## config.mk

```make
export PLATFORM = sky130hd
export DESIGN_NAME = vending_machine_param
export DESIGN_NICKNAME = d
export VERILOG_FILES = /design/src/rtl/vending_machine_param.sv
export SDC_FILE = /design/constraint.sdc
export NUM_CORES = 1
export LEC_CHECK = 0
export ABC_CLOCK_PERIOD_IN_PS = 3110
export CAP_MARGIN = 5
export CORE_UTILIZATION = 53
export CTS_CLUSTER_SIZE = 24
export DETAILED_ROUTE_END_ITERATION = 12
export PLACE_DENSITY = 0.8
export REMOVE_ABC_BUFFERS = 1
export SKIP_LAST_GASP = 1
export SLEW_MARGIN = 5
export SYNTH_ARGS = -nofsm -noshare
export SYNTH_HDL_FRONTEND = slang
export SYNTH_SLANG_ARGS = --single-unit
```

## constraint.sdc

```tcl
create_clock -name clk -period 3.11 [get_ports clk]
set_input_delay 0.311 -clock clk [delete_from_list [all_inputs] [get_ports clk]]
set_output_delay 0.311 -clock clk [all_outputs]
set_load 0.02 [all_outputs]
```

## src/rtl/vending_machine_param.sv

```systemverilog
// Parameterised vending machine: slot select, coin credit, vend handshake and
// greedy change return, with per-slot price/stock tables loaded at reset.
module vending_machine_param #(
  parameter  int NUM_PRODUCTS = 8,
  parameter  int BAL_W        = 8,
  parameter  int STOCK_W      = 4,
  parameter  int INIT_STOCK   = 5,
  parameter  int DEF_PRICE    = 25,
  localparam int PID_W        = $clog2(NUM_PRODUCTS)
) (
  input  logic               clk,
  input  logic               reset_n,
  input  logic               sel_valid,
  input  logic [PID_W-1:0]   sel_id,
  input  logic               coin_valid,
  input  logic [6:0]         coin_value,
  input  logic               cancel,
  input  logic               cfg_we,
  input  logic [PID_W-1:0]   cfg_id,
  input  logic [BAL_W-1:0]   cfg_price,
  input  logic [STOCK_W-1:0] cfg_stock,
  input  logic               vend_ready,
  input  logic               chg_ready,
  output logic [BAL_W-1:0]   balance,
  output logic [BAL_W-1:0]   price,
  output logic               vend_valid,
  output logic [PID_W-1:0]   vend_id,
  output logic               chg_valid,
  output logic [6:0]         chg_value,
  output logic               coin_reject,
  output logic               sold_out,
  output logic               txn_done,
  output logic [2:0]         state_out
);

  typedef enum logic [2:0] {
    IDLE     = 3'd0,
    SELECTED = 3'd1,
    CREDIT   = 3'd2,
    VEND     = 3'd3,
    CHANGE   = 3'd4
  } state_t;

  // Arithmetic width wide enough for both the balance and a 7-bit coin plus carry.
  localparam int SW = ((BAL_W > 7) ? BAL_W : 7) + 1;
  localparam logic [PID_W:0] NP_LIM = (PID_W+1)'(NUM_PRODUCTS);

  state_t             state_reg, state_next;
  logic [BAL_W-1:0]   balance_reg, balance_next;
  logic [PID_W-1:0]   slot_reg, slot_next;
  logic               sold_out_reg, sold_out_next;
  logic               coin_reject_reg, coin_reject_next;
  logic               txn_done_reg, txn_done_next;

  logic [STOCK_W-1:0] stock_reg [NUM_PRODUCTS];
  logic [BAL_W-1:0]   price_reg [NUM_PRODUCTS];

  logic               cfg_hit, vend_hit;
  logic               sel_has_stock, cfg_in_range;
  logic               coin_legal, coin_ok;
  logic [SW-1:0]      coin_sum;
  logic [BAL_W-1:0]   cur_price;
  logic [6:0]         chg_coin;

  assign cur_price     = price_reg[slot_reg];
  assign sel_has_stock = ({1'b0, sel_id} < NP_LIM) && (stock_reg[sel_id] != '0);
  assign cfg_in_range  = ({1'b0, cfg_id} < NP_LIM);
  assign coin_legal    = (coin_value == 7'd5)  || (coin_value == 7'd10) ||
                         (coin_value == 7'd20) || (coin_value == 7'd50);
  assign coin_sum      = SW'(balance_reg) + SW'(coin_value);
  assign coin_ok       = coin_valid && coin_legal && ((coin_sum >> BAL_W) == '0);

  // Greedy change; a sub-5 remainder (odd price) is paid out as-is so CHANGE always drains.
  always_comb begin
    if (SW'(balance_reg) >= SW'(50))      chg_coin = 7'd50;
    else if (SW'(balance_reg) >= SW'(20)) chg_coin = 7'd20;
    else if (SW'(balance_reg) >= SW'(10)) chg_coin = 7'd10;
    else if (SW'(balance_reg) >= SW'(5))  chg_coin = 7'd5;
    else                                  chg_coin = 7'(balance_reg);
  end

  always_comb begin
    state_next       = state_reg;
    balance_next     = balance_reg;
    slot_next        = slot_reg;
    sold_out_next    = 1'b0;
    coin_reject_next = coin_valid;
    txn_done_next    = 1'b0;
    cfg_hit          = 1'b0;
    vend_hit         = 1'b0;
    case (state_reg)
      IDLE: begin
        balance_next = '0;
        if (sel_valid) begin
          if (sel_has_stock) begin
            slot_next  = sel_id;
            state_next = SELECTED;
          end else begin
            sold_out_next = 1'b1;
          end
        end else if (cfg_we && cfg_in_range) begin
          cfg_hit = 1'b1;
        end
      end
      SELECTED: begin
        if (cancel) begin
          state_next    = IDLE;
          txn_done_next = 1'b1;
        end else if (coin_ok) begin
          balance_next     = coin_sum[BAL_W-1:0];
          coin_reject_next = 1'b0;
          state_next       = CREDIT;
        end else if (cur_price == '0) begin
          state_next = VEND;
        end
      end
      CREDIT: begin
        if (cancel) begin
          state_next = CHANGE;
        end else begin
          if (coin_ok) begin
            balance_next     = coin_sum[BAL_W-1:0];
            coin_reject_next = 1'b0;
          end
          if (balance_reg >= cur_price) state_next = VEND;
        end
      end
      VEND: begin
        if (vend_ready) begin
          vend_hit     = 1'b1;
          balance_next = balance_reg - cur_price;
          if (balance_reg != cur_price) begin
            state_next = CHANGE;
          end else begin
            state_next    = IDLE;
            txn_done_next = 1'b1;
          end
        end
      end
      CHANGE: begin
        if (balance_reg == '0) begin
          state_next    = IDLE;
          txn_done_next = 1'b1;
        end else if (chg_ready) begin
          balance_next = balance_reg - BAL_W'(chg_coin);
          if (SW'(balance_reg) == SW'(chg_coin)) begin
            state_next    = IDLE;
            txn_done_next = 1'b1;
          end
        end
      end
      default: begin
        state_next   = IDLE;
        balance_next = '0;
      end
    endcase
  end

  always_ff @(posedge clk or negedge reset_n) begin
    if (!reset_n) begin
      state_reg       <= IDLE;
      balance_reg     <= '0;
      slot_reg        <= '0;
      sold_out_reg    <= 1'b0;
      coin_reject_reg <= 1'b0;
      txn_done_reg    <= 1'b0;
    end else begin
      state_reg       <= state_next;
      balance_reg     <= balance_next;
      slot_reg        <= slot_next;
      sold_out_reg    <= sold_out_next;
      coin_reject_reg <= coin_reject_next;
      txn_done_reg    <= txn_done_next;
    end
  end

  // Per-slot tables; a vend never takes stock below zero.
  genvar gi;
  generate
    for (gi = 0; gi < NUM_PRODUCTS; gi++) begin : g_slot
      always_ff @(posedge clk or negedge reset_n) begin
        if (!reset_n) begin
          stock_reg[gi] <= STOCK_W'(INIT_STOCK);
          price_reg[gi] <= BAL_W'(DEF_PRICE);
        end else if (cfg_hit && (cfg_id == PID_W'(gi))) begin
          stock_reg[gi] <= cfg_stock;
          price_reg[gi] <= cfg_price;
        end else if (vend_hit && (slot_reg == PID_W'(gi)) && (stock_reg[gi] != '0)) begin
          stock_reg[gi] <= stock_reg[gi] - STOCK_W'(1);
        end
      end
    end
  endgenerate

  assign balance     = balance_reg;
  assign price       = cur_price;
  assign vend_valid  = (state_reg == VEND);
  assign vend_id     = slot_reg;
  assign chg_valid   = (state_reg == CHANGE) && (balance_reg != '0);
  assign chg_value   = chg_coin;
  assign coin_reject = coin_reject_reg;
  assign sold_out    = sold_out_reg;
  assign txn_done    = txn_done_reg;
  assign state_out   = state_reg;

endmodule

```

==> results of run 1 <==
[timing repair]
item | in CTS | in global routing
hold endpoints to repair | 0 | 0
buffers inserted | 0 | 9
pin swaps | 1 | 17
setup endpoints to repair | 5 | 5
gates resized for setup | 11 | 26
[cells in the mapped netlist (all sizes together), types with 4 or more instances]
master  number  area (um2)
a211o        4        35.0
a211oi      10        90.1
a21o         6        45.0
a21oi       18        90.1
a222oi       4        40.0
a32oi        5        43.8
buf         23         153
clkbuf       8        31.3
dfrtp       73        1830
dfstp       40        1050
ha          28         350
inv         47         176
mux2        63         709
mux2i       12         120
mux4        16         405
nand2      108         405
nand2b      12        75.1
nand3        8        52.6
nand4        4        25.0
nand4b       4        35.0
nor2        45         169
nor2b        8        50.1
nor3        12        70.1
nor3b        5        37.5
nor4        11        75.1
o21a         7        52.6
o21ai       46         241
o221ai       5        43.8
o22ai        5        31.3
o31ai        9        67.6
or2          7        43.8
or3          5        31.3
xnor2       16         140
xor2         7        61.3
[worst max-delay path, cell delays in order, from the launching register on]
cell and delay [ns]:
dfrtp_2 0.52, mux4_1 0.69, mux2i_4 0.28, ha_1 0.35
a211oi_2 0.28, o21bai_1 0.12, a21oi_2 0.17, nor2b_1 0.06
o21a_1 0.19, o31ai_2 0.28, nand4_1 0.12
[worst min path at each step]
stage / start / endpoint / slack (ns) / cells after the start
2_1_floorplan: reset_n / balance[0] / 0.02 / 0
3_3_place_gp: reset_n / price_reg[39] / 0.43 / 1
3_5_place_dp: price_reg[19] / price_reg[19] / 0.45 / 2
4_1_cts: reset_n / price_reg[21] / 0.01 / 1
5_1_grt: reset_n / price_reg[47] / 0.05 / 1
6_report: reset_n / price_reg[29] / -0.01 / 1
[through the flow]
stage               TNS (ns)  setup slack (ns)  std cells  utilization [%]  hold slack [ns]
floorplan              -5.02             -1.06        687                -           0.0154
global placement      -0.209            -0.152        972             62.2            0.434
detailed placement    -0.686            -0.304        972             62.2            0.447
CTS                 -0.00600          -0.00600       1004             67.1           0.0140
global route          -0.537            -0.185       1013             68.4           0.0487
finish                -0.199            -0.118       1013             68.4          -0.0119
[power by group]
part	internal (uW)	switching, uW	leakage, uW
Clock	1300	721	0.000287
Sequential	2230	565	0.00135
Combinational	3000	3150	0.00235
Total	6530	4430	0.00399
[metal layers]
layer,share of wire (%),track usage [%],up-vias
met5,0,0,-
met1,41,37.2,3077
li1,-,-,2812
met4,4.0,13.9,0
met2,48,48.7,309
met3,7.3,6.80,85
[logic make-up (layout without fill, tap and decap cells)]
family | Yosys count | count (layout)
multiplexers | 91 | 91
AND/OR/NAND/NOR | 234 | 234
flip-flops | 113 | 113
other | 2 | 2
XOR/XNOR | 23 | 23
adder cells (fa/ha/maj) | 31 | 31
buffers and inverters | 79 | 198
AO/OA/AOI/OAI | 145 | 145
[cell usage in the layout, fill, tap and decap left out, drive strengths merged, types with 6 or more instances in the layout]
master,Yosys,final
inv,47,48
a21oi,18,18
ha,28,28
mux2i,12,12
nor2b,8,8
nand2,108,108
nand3,8,8
nor3,12,12
or2,7,7
o21ai,46,46
dfstp,40,40
mux2,63,63
nand2b,12,12
xor2,7,7
a211oi,10,10
xnor2,16,16
buf,23,54
nor2,45,45
clkbuf,8,19
mux4,16,16
a21o,6,6
o31ai,9,9
clkdlybuf4s50,0,64
o21a,7,7
nor4,11,11
dfrtp,73,73
[area by class of cell]
type / instances / area, um2
inverter: 48 / 181
sequential: 113 / 2880
clock buffer: 19 / 453
fill: 958 / 4200
clock inverter: 13 / 160
timing repair buffer: 118 / 1070
tap: 176 / 220
multi-input combinational: 526 / 4120
==> reports/qor.txt, run 1 <==
Status = finished, violations left
Failing checks = negative hold slack, negative setup slack
Area grow syn2layout = 25.6%
R2R Path Start = vend_id[0]
Clock Tree Root = clkbuf_16
Worst setup path end = state_out[0]
Worst Path Max Fanout = 8
Max Slew Vio Count = 0
Final Critical Period = 3.23 ns
Total grt overflow = 0
Initial DRC count = 558
Gr usage total = 29.7%
Static leakage = 0.00399 uW
DRT antenna net count = 0
F_max = 310 MHz
Cell count of the worst reg-to-reg path = 10
Largest net degree at the start of global routing = 66
Crit share post-route = 104%
Detailed Route WL = 20,500 um
Slew HR = 44.2%
Routed len/inst = 20.3 um
First-pass GRT wire length = 32,200 um
Final instance area = 9090 um2
Vias in the first global route = 6,317
XOR/XNOR share of the synthesized area = 2.78%
Synth unique cells = 70
Core footprint = 13,300 um2
Core Rows = 42
Post-Synth Simple-Gate Area = 15.5%
Maxcap violations = 0
Initial DRT Pass Iterations = 6
Clk sink count = 113
# IOs = 67
RePlAce Congestion = 0.921
Fin nets = 888
Post-DP HPWL = 14,100 um
Final count of negative-setup-slack endpoints = 2
CP Launch Type = flip-flop
Worst R2R Setup Slack = -0.12 ns
H-tree lvl count = 4
Post-Syn Instances = 718
Worst-case vdd ir drop = 0.647 mV
CTS Buf Count = 17
CP startpoint = vend_id[0]
Worst-margin pin slew = 0.837 ns
Cell Area, Synth = 7240 um2
Compound-cell area share of the yosys netlist = 14.1%
Hold-fix buffer count after cts = 0
Port Buffers = 65
N_diodes = 0
Top FF cell, synth = dfrtp_1
Clock Latency Late Sink = 0.42 ns
Synth Register Bits = 113
Largest register FFs = 64
Clk_skew = 0.00586 ns
Hold slack = -0.0119 ns
CTS max path bufs = 2
Asr flop ratio synth = 100%
Mux cell area share after synthesis = 17.1%
Power Density = 1210 nW/um2
CP Data Required Time = 3.40 ns
Die Wd = 119 um
Initial antenna violation count = 0
TritonCTS clock tree = done
Post-Place Cell Area = 8270 um2
Final hold viol count = 9
Residual DRC = 0
Setup repair after global routing missed its margin = true
Via density per instance = 6.20
Register area share after synthesis = 39.7%
Initial core utilization = 54.5%
Worst setup path class = reg -> reg
Tightest Hold Check Type = in -> async
Final Power = 11,000 uW
Via count = 6,283
Post-Synth Adder-Cell Area = 5.67%
CP Capture Type = flip-flop
Arr. time, crit path = 3.51 ns
Clock-pin slew on the worst setup and hold paths = 0.06 ns
Min setup slack post-route = -0.118 ns
Post-synth EDFFs = 0
Syn_area_per_cell = 10.1 um2
Die area = 14,100 um2
YS warnings = 0
Main combinational cell family by area after synthesis = multiplexers
Worst r2r dst = state_out[0]
Die Ht = 119 um
Fraction of layout cells with a size suffix above 1 = 28.0%
No activity file was read; power rests on OpenSTA's default activity.
==> inputs of run 2 (changes only) <==
--- a/config.mk
+++ b/config.mk
@@ -13,7 +13,7 @@
 export PLACE_DENSITY = 0.8
 export REMOVE_ABC_BUFFERS = 1
 export SKIP_LAST_GASP = 1
-export SLEW_MARGIN = 5
+export SLEW_MARGIN = 20
 export SYNTH_ARGS = -nofsm -noshare
 export SYNTH_HDL_FRONTEND = slang
 export SYNTH_SLANG_ARGS = --single-unit
==> results of run 2 <==
The final DEF is identical to that of run 1; final timing and power are the same.
==> inputs of run 3 (changes only) <==
--- a/config.mk
+++ b/config.mk
@@ -7,10 +7,10 @@
 export LEC_CHECK = 0
 export ABC_CLOCK_PERIOD_IN_PS = 3110
 export CAP_MARGIN = 5
-export CORE_UTILIZATION = 53
+export CORE_UTILIZATION = 25
 export CTS_CLUSTER_SIZE = 24
 export DETAILED_ROUTE_END_ITERATION = 12
-export PLACE_DENSITY = 0.8
+export PLACE_DENSITY = 0.46
 export REMOVE_ABC_BUFFERS = 1
 export SKIP_LAST_GASP = 1
 export SLEW_MARGIN = 20
==> run 3 against run 2 <==
Effect of this change:
- critical path type unchanged
- clock skew increased by 0.0035 ns
- non-clock buffer count increased by 9
- final cell count increased by 21%
- via count decreased by 6.3%
- the flow now finishes without violations
- core utilization decreased by 35 points
- clock-buffer cell count increased by 1
==> reports/qor.txt, run 3 (synthesis results as in run 1) <==
Worst R2R Setup Slack = 0.06 ns (+0.17 ns)
Commonest non-fill, non-tap cells in the layout = nand2_1, dfrtp_1, clkdlybuf4s50_1, mux2_2, buf_4
TritonCTS clock tree = done
Total grt overflow = 0 (unchanged)
R2R Path Start = vend_id[0]
Final hold viol count = 0 (-9)
Final count of negative-setup-slack endpoints = 0 (-2)
Detailed Route WL = 21,900 um (+6.6%)
Crit share post-route = 98.2% (-5.6 points)
Gr busiest metal = met2
Vias in the first global route = 5,802 (-8.2%)
Static leakage = 0.00403 uW (+1.1%)
Largest net degree at the start of global routing = 53 (-20%)
Worst setup path class = reg -> reg
F_max = 327 MHz (+5.7%)
Initial DRT Pass Iterations = 4 (-2)
N_diodes = 0 (unchanged)
Via density per instance = 4.81 (-22%)
DRT antenna net count = 0 (unchanged)
Post-DP HPWL = 15,700 um (+12%)
Hold slack = 0.455 ns (+0.467 ns)
Core footprint = 28,200 um2 (+110%)
Die Wd = 172 um (+45%)
Initial DRC count = 392 (-30%)
Power Density = 1150 nW/um2 (-5.0%)
First-pass GRT wire length = 34,200 um (+6.3%)
Die Ht = 172 um (+45%)
Leading cell type in the layout, fill and taps excluded = nand2_1
Via count = 5,885 (-6.3%)
Clk_skew = 0.00940 ns (+0.00354 ns)
GR Util met1 = 21.9% (-15 points)
Tightest Hold Check Type = reg -> reg
Worst Min Path Start = price_reg[8]
CP Data Required Time = 3.41 ns (about the same)
H-tree lvl count = 4 (unchanged)
Worst Path Max Fanout = 5 (-3)
Largest register FFs = 64 (unchanged)
Final Critical Period = 3.05 ns (-0.175 ns)
Status = completed
M2 GR Usage = 24.2% (-25 points)
Core Rows = 61 (+45%)
Met3 usage = 2.88% (-3.9 points)
Initial antenna violation count = 0 (unchanged)
CTS max path bufs = 2 (unchanged)
CTS Buf Count = 17 (unchanged)
FF+latch area = 2880 um2 (about the same)
Slew HR = 48.0% (+3.8 points)
CP Launch Type = flip-flop
Final core utilization = 33.2% (-35 points)
Setup repair after global routing missed its margin = true
Clk sink count = 113 (unchanged)
RePlAce Congestion = 0.824 (-10%)
Maxcap violations = 0 (unchanged)
Multi-input gate area = 4060 um2 (-1.5%)
Residual DRC = 0 (unchanged)
Fin nets = 897 (+1.0%)
CP startpoint = vend_id[0]
Clock-pin slew on the worst setup and hold paths = 0.06 ns (about the same)
Clock Tree Root = clkbuf_16
Arr. time, crit path = 3.35 ns (-0.16 ns)
Gr usage total = 15.5% (-14 points)
# fillers = 2,869 (+200%)
# IOs = 67 (unchanged)
Max Slew Vio Count = 0 (unchanged)
Fraction of layout cells with a size suffix above 1 = 27.4% (-0.53 points)
Area grow syn2layout = 29.1%
Initial core utilization = 25.7% (-29 points)
Port Buffers = 65 (unchanged)
Worst-case vdd ir drop = 0.332 mV (-49%)
Die area = 29,600 um2 (+110%)
Worst-margin pin slew = 0.781 ns (-0.0566 ns)
Routed len/inst = 17.9 um (-12%)
CP Capture Type = flip-flop
Clock Latency Late Sink = 0.42 ns (about the same)
==> run 3: cell type report <==
| cell class | count | area share (%) |
|---|---|---|
| Inverter | 48 | 1.94 |
| Sequential cell | 113 | 30.8 |
| Multi-Input combinational cell | 526 | 43.4 |
| Clock buffer | 20 | 4.78 |
| Timing Repair Buffer | 127 | 12.2 |
| Clock inverter | 12 | 1.69 |
| Tap cell | 378 | 5.06 |
==> run 3: what timing repair did <==
action	CTS	global route
pin swaps	0	2
setup endpoints to repair	2	5
resized for setup	3	18
setup buffers	0	1
hold buffers	1	0
hold endpoints to repair	30	0
==> run 3: final timing paths <==
path,end,cells past startpoint
setup / recovery,balance[7],10
hold / removal,price_reg[8],2
setup reg to reg,balance[7],10
hold reg to reg,price_reg[8],2
max in group asynchronous,price_reg[16],3
min in group asynchronous,stock_reg[9],2
==> run 3: critical path, cell delays in order (launching register included) <==
cell       delay (ns)
dfrtp_2          0.44
mux4_1           0.59
mux2i_2          0.21
ha_1             0.27
nor2b_1          0.16
o2111ai_1        0.20
nand4b_1         0.21
o31ai_2          0.28
xor2_1           0.17
o221ai_1         0.13
a32o_1           0.28
==> run 3: report_power, final <==
group	internal (uW)	switching (uW)	leakage [uW]
Clock	1290	754	0.000287
Combinational	2930	3020	0.00239
Sequential	2230	500	0.00135
Total	6440	4270	0.00403
==> run 3: through the flow <==
stage | power [uW] | std cells | TNS [ns] | area [um2] | setup WS (ns)
after CTS | 10600 | 1223 | 0 | 9280 | 0.0485
after floorplan | 6150 | 687 | -5.02 | 7060 | -1.06
after global routing | 11400 | 1224 | -0.0757 | 9350 | -0.0399
after global placement | 8500 | 1190 | -0.0252 | 8650 | -0.0252
after detailed placement | 8490 | 1190 | -0.0390 | 8650 | -0.0390
final | 10700 | 1224 | 0 | 9350 | 0.0564
==> run 3: layer usage <==
metal | vias up | routed length [um]
met3 | 19 | 986
met4 | 0 | 284
met5 | - | 0
met1 | 2902 | 10800
li1 | 2821 | -
met2 | 143 | 9800
